$ cat config.mk
export PLATFORM = sky130hd
export DESIGN_NAME = mem_bus_arbiter
export DESIGN_NICKNAME = d
export VERILOG_FILES = /design/src/rtl/mem_bus_arbiter.sv
export SDC_FILE = /design/constraint.sdc
export NUM_CORES = 1
export LEC_CHECK = 0
export ABC_AREA = 1
export BUFFER_PORTS_ARGS = -buffer_cell sky130_fd_sc_hd__buf_4
export CORE_AREA = 10 10 74 76
export CTS_CLUSTER_SIZE = 28
export DETAILED_ROUTE_END_ITERATION = 10
export DIE_AREA = 0 0 84 86
export GPL_ROUTABILITY_DRIVEN = 0
export GPL_TIMING_DRIVEN = 0
export PLACE_DENSITY = 0.75
export SLEW_MARGIN = 15
export SYNTH_ARGS = -nofsm -noshare
export SYNTH_HDL_FRONTEND = slang
export SYNTH_SLANG_ARGS = --single-unit
$ cat constraint.sdc
create_clock -name clk -period 1.8 [get_ports clk]
set_clock_uncertainty 0.05 [all_clocks]
set_input_delay 0 -clock clk [delete_from_list [all_inputs] [get_ports clk]]
set_output_delay 0 -clock clk [all_outputs]
set_load 0.01 [all_outputs]
$ cat src/rtl/mem_bus_arbiter.sv
// Shares the single-port system RAM between the 6502 CPU and the VIC fetch engine
// with C64-style BA/RDY: warn the CPU, grant a bounded VIC burst, then guarantee CPU cycles.
module mem_bus_arbiter #(
    parameter int BA_LEAD   = 3,
    parameter int MAX_BURST = 40,
    parameter int CPU_MIN   = 2
) (
    input  logic        clk,
    input  logic        reset,
    input  logic [15:0] cpu_ab,
    input  logic [7:0]  cpu_do,
    input  logic        cpu_we,
    output logic [7:0]  cpu_di,
    output logic        cpu_rdy,
    input  logic        vic_req,
    input  logic [15:0] vic_ab,
    output logic        vic_grant,
    output logic [7:0]  vic_di,
    output logic        vic_valid,
    output logic [15:0] ram_ab,
    output logic [7:0]  ram_do,
    output logic        ram_we,
    input  logic [7:0]  ram_di
);
    localparam int WARN_W  = (BA_LEAD   > 1) ? $clog2(BA_LEAD)     : 1;
    localparam int BURST_W = (MAX_BURST > 1) ? $clog2(MAX_BURST)   : 1;
    localparam int HOLD_W  = (CPU_MIN   > 0) ? $clog2(CPU_MIN + 1) : 1;

    typedef enum logic [1:0] {S_CPU, S_WARN, S_VIC, S_REL} state_e;

    state_e             state_q;
    logic [WARN_W-1:0]  warn_q;
    logic [BURST_W-1:0] burst_q;
    logic [HOLD_W-1:0]  holdoff_q;
    logic [HOLD_W-1:0]  holdoff_d;
    logic               cpu_rdy_q;
    logic               vic_valid_q;
    logic               cpu_phase_q;
    logic [7:0]         cpu_di_q;
    logic               cpu_side;

    assign cpu_side  = (state_q == S_CPU) || (state_q == S_WARN);
    assign ram_ab    = cpu_side ? cpu_ab : vic_ab;
    assign ram_do    = cpu_do;
    // NOTE: gated with reset itself so no CPU write can reach RAM while reset is held low.
    assign ram_we    = cpu_side && cpu_we && reset;
    assign vic_grant = (state_q == S_VIC) && vic_req;
    assign vic_di    = ram_di;
    assign vic_valid = vic_valid_q;
    assign cpu_rdy   = cpu_rdy_q;

    // Fresh RAM data flows through after a CPU-addressed cycle; otherwise the last value is replayed.
    assign cpu_di    = cpu_phase_q ? ram_di : cpu_di_q;

    assign holdoff_d = (holdoff_q != '0) ? holdoff_q - HOLD_W'(1) : holdoff_q;

    always_ff @(posedge clk or negedge reset) begin
        if (!reset) begin
            state_q     <= S_CPU;
            warn_q      <= '0;
            burst_q     <= '0;
            holdoff_q   <= '0;
            cpu_rdy_q   <= 1'b1;
            vic_valid_q <= 1'b0;
            cpu_phase_q <= 1'b0;
            cpu_di_q    <= '0;
        end else begin
            vic_valid_q <= vic_grant;
            cpu_phase_q <= cpu_side;
            cpu_di_q    <= cpu_di;

            case (state_q)
                S_CPU: begin
                    holdoff_q <= holdoff_d;
                    // NOTE: the decremented holdoff is tested so the CPU keeps the bus for exactly CPU_MIN cycles.
                    if (vic_req && (holdoff_d == '0)) begin
                        state_q   <= S_WARN;
                        warn_q    <= WARN_W'(BA_LEAD - 1);
                        cpu_rdy_q <= 1'b0;
                    end
                end
                S_WARN: begin
                    if (!vic_req) begin
                        state_q   <= S_CPU;
                        cpu_rdy_q <= 1'b1;
                    end else if (warn_q == '0) begin
                        state_q <= S_VIC;
                        burst_q <= '0;
                    end else begin
                        warn_q <= warn_q - WARN_W'(1);
                    end
                end
                S_VIC: begin
                    if (vic_req) begin
                        burst_q <= burst_q + BURST_W'(1);
                    end
                    if (!vic_req || (burst_q == BURST_W'(MAX_BURST - 1))) begin
                        state_q <= S_REL;
                    end
                end
                S_REL: begin
                    state_q   <= S_CPU;
                    holdoff_q <= HOLD_W'(CPU_MIN);
                    cpu_rdy_q <= 1'b1;
                end
                default: begin
                    state_q   <= S_CPU;
                    cpu_rdy_q <= 1'b1;
                end
            endcase
        end
    end

endmodule

==> impl_metrics.py <==
metrics = {
    "floorplan": {
        "pin_count": 96,
        "die_height_um": 86,
        "floorplan.initialDensity_pct": 37.9,
        "floorplan.core_area_mm2": 0.00397,
        "die_area_mm2": 0.00722,
        "chipWidth_um": 84,
        "rows": 23,
    },
    "critical_path": {
        "critPathLaunchType": "register",
        "r2r.worst_path.cells": 9,
        "critical_path.endpoint_type": "primary output",
        "regToRegSetupSlack_ns": 0.14,
        "cp_data_required_time_ns": 1.75,
        "critical_path_fanouts_max": 11,
        "critical_path.slowest_cell": "dfrtp_1",
        "r2r-end": "burst_q[0]",
        "critPathArrivalTime_ns": 1.65,
        "timing.setup.critical_path_class": "reg -> out",
        "worstPathCellList": "buf_6, inv_4, buf_8, ha_1, buf_6, nor2_4, inv_2, nand2_1, nand2_1, buf_4",
        "max_stage_delay_ns": 0.37,
    },
    "clock_tree": {
        "insertion_delay_ns": 0.27,
        "clk_transition_reported_paths_ns": 0.08,
        "clock-sinks": 23,
        "cts-root-buf": "clkbuf_8",
        "clockBufferDepth": 2,
        "htree_num_levels": 1,
        "clock_tree_from_tritoncts": "yes",
        "number_of_clock_buffers_inserted_by_tritoncts": 3,
    },
    "sta": {
        "fmaxAchievable_mhz": 590,
        "relSlewSlack_pct": 79.7,
        "final_number_of_setup_violating_endpoints": 0,
        "final_worst_path_cycle_share_pct": 94.2,
        "tightest_slew_ns": 0.305,
        "final-max-slew-violation-count": 0,
        "tns_ns": 0,
        "hold_violations": 0,
        "shortest_period_the_worst_path_allows_ns": 1.70,
    },
    "pwr": {
        "leakagePower_uw": 0.00133,
        "power_per_cell_area_mw_per_mm2": 1280,
        "vdd_ir_drop_max_mv": 0.734,
    },
    "grt": {
        "global_route.overflow_total": 0,
        "first_global_vias": 1642,
        "globalRouteMet2Util_pct": 22.9,
        "grt_first_pass_wirelength_mm": 7.40,
        "globalRouteMet1Util_pct": 11.1,
        "grt-busiest-layer": "met2",
        "use_met3_pct": 6.81,
        "grt_max_degree": 25,
        "initial_antenna_violation_count": 0,
        "grt.total_usage_pct": 12.1,
    },
    "synthesis": {
        "post-synth-top-area-fraction_pct": 36.6,
        "postSynthCellCount": 193,
        "mappedNetlistArea_mm2": 0.00150,
        "synth_commonest_cells": "nand2_1, dfrtp_1, buf_4",
        "syn_area_per_cell_um2": 7.79,
        "synthesized_nets": 251,
        "post_synthesis_register_bit_count": 23,
        "synth_enable_flop_cells": 0,
        "synth_top_flop_cell": "dfrtp_1",
        "netlist_top_cells_area": "dfrtp_1, nand2_1, buf_4",
        "synthDominantAreaCellType": "dfrtp_1",
        "synth-async-reset-ratio_pct": 100,
        "synth.distinct_cells": 28,
        "synth_sequential_area_ratio_pct": 38.4,
        "yosys.cell_count.top_type": "nand2_1",
        "ys.warnings.count": 0,
    },
    "route": {
        "drt_drc_violations_left": 0,
        "route.antenna.remaining_nets": 0,
        "routed_via_density": 4.53,
        "postRouteWirelength_mm": 4.51,
        "routedWlPerCell_um": 13.0,
        "dr_total_vias": 1572,
        "drt_first_iter_violations": 86,
        "first_pass_iters": 4,
    },
    "flow_run": {
        "max-cap-violations": 0,
    },
    "cells_and_area": {
        "finish.cell_count_without_fillers": 347,
        "finish.net_count": 356,
        "drive_gt1_share_pct": 48.5,
        "area_growth_pct": 60.4,
        "antenna_cells": 0,
    },
    "placed_design": {
        "port-buffer-count": 87,
        "dpl.hpwl_mm": 3.69,
        "place_inst": 330,
    },
    "hold_path": {
        "worst_hold_path_type": "in -> reg",
        "min_path_cells": 3,
        "timing.hold.worst.start": "vic_req",
        "endpoint_of_the_worst_hold_path": "vic_valid",
    },
    "status": {
        "status": "finished, final reports clean",
    },
}
-- registers in the layout, summed over array words and instances, names as in the netlist, named ones only --
register	flops
cpu_rdy	1
warn_q	2
state_q	1
burst_q	6
holdoff_q	2
vic_valid	1
cpu_phase_q	1
cpu_di_q	8
-- routing by layer --
layer / vias to the layer above / wire (um)
met1: 708 / 1630
met5: - / 0
met4: 0 / 28
li1: 795 / -
met2: 64 / 2340
met3: 5 / 502
-- cells by family after synthesis --
| logic type | share of synthesized area [%] |
|---|---|
| multiplexers | 5.99 |
| adder cells (fa/ha/maj) | 4.99 |
| AND/OR/NAND/NOR | 28.7 |
| flip-flops | 38.4 |
| AO/OA/AOI/OAI | 6.16 |
| buffers and inverters | 15.8 |
-- cell usage in the layout, fill, tap and decap left out, drive strengths merged --
cell,instances
buf,113
nand2,79
dfrtp,22
inv,17
dlygate4sd3,9
o21ai,9
mux2,8
nor2,7
nand4,6
nand3,6
ha,6
clkbuf,3
a21oi,3
clkinv,3
nor3,1
a31oi,1
o21a,1
nor4,1
a21o,1
dfstp,1
-- how the worst max path moves through the flow --
stage / to / startpoint / depth (start not counted) / slack [ns]
after floorplan: burst_q[0] / register / 10 / 0.11
after global placement: burst_q[0] / register / 10 / -0.06
after detailed placement: burst_q[0] / register / 10 / -0.09
after CTS: ram_ab[15] / register / 10 / 0.01
after global routing: ram_ab[15] / register / 10 / -0.009
final: ram_ab[15] / register / 10 / 0.10
-- worst max-delay path: cells and delay by family, from the launching register on --
family,cells,cell delay (ns)
flip-flops,1,0.37
buffers and inverters,6,0.63
AND/OR/NAND/NOR,3,0.20
adder cells (fa/ha/maj),1,0.18
-- stage by stage --
| step | hold slack, ns | total power, uW | utilization [%] | instance area, um2 | setup WS [ns] |
|---|---|---|---|---|---|
| final | 0.0270 | 3080 | 60.7 | 2410 | 0.105 |
| after global routing | 0.0561 | 3370 | 60.7 | 2410 | -0.00885 |
| after CTS | 0.0241 | 3070 | 59.9 | 2380 | 0.00973 |
| after detailed placement | -0.131 | 2650 | 55.9 | 2220 | -0.0900 |
| after global placement | -0.138 | 2610 | 55.9 | 2220 | -0.0643 |
| after floorplan | -0.346 | 1940 | - | 1500 | 0.110 |
-- cell type report --
cell class,instances,area (um2)
inverters,19,78.8
flip-flops and latches,23,577
clock buffers,3,41.3
plain buffers,22,175
well taps,50,62.6
repair buffers,100,773
multi-input cells,129,699
clock inverters,1,5.00
fillers,360,1560
-- what timing repair did --
action	CTS	global route
buffers inserted	1	3
hold endpoints to repair	31	0
resized for setup	6	4
hold buffers	9	0
setup endpoints to repair	12	12
-- where the power goes --
group | internal [uW] | switching (uW)
Clock | 155 | 166
Sequential | 712 | 121
Combinational | 937 | 989
(Power assumes the default switching activity.)
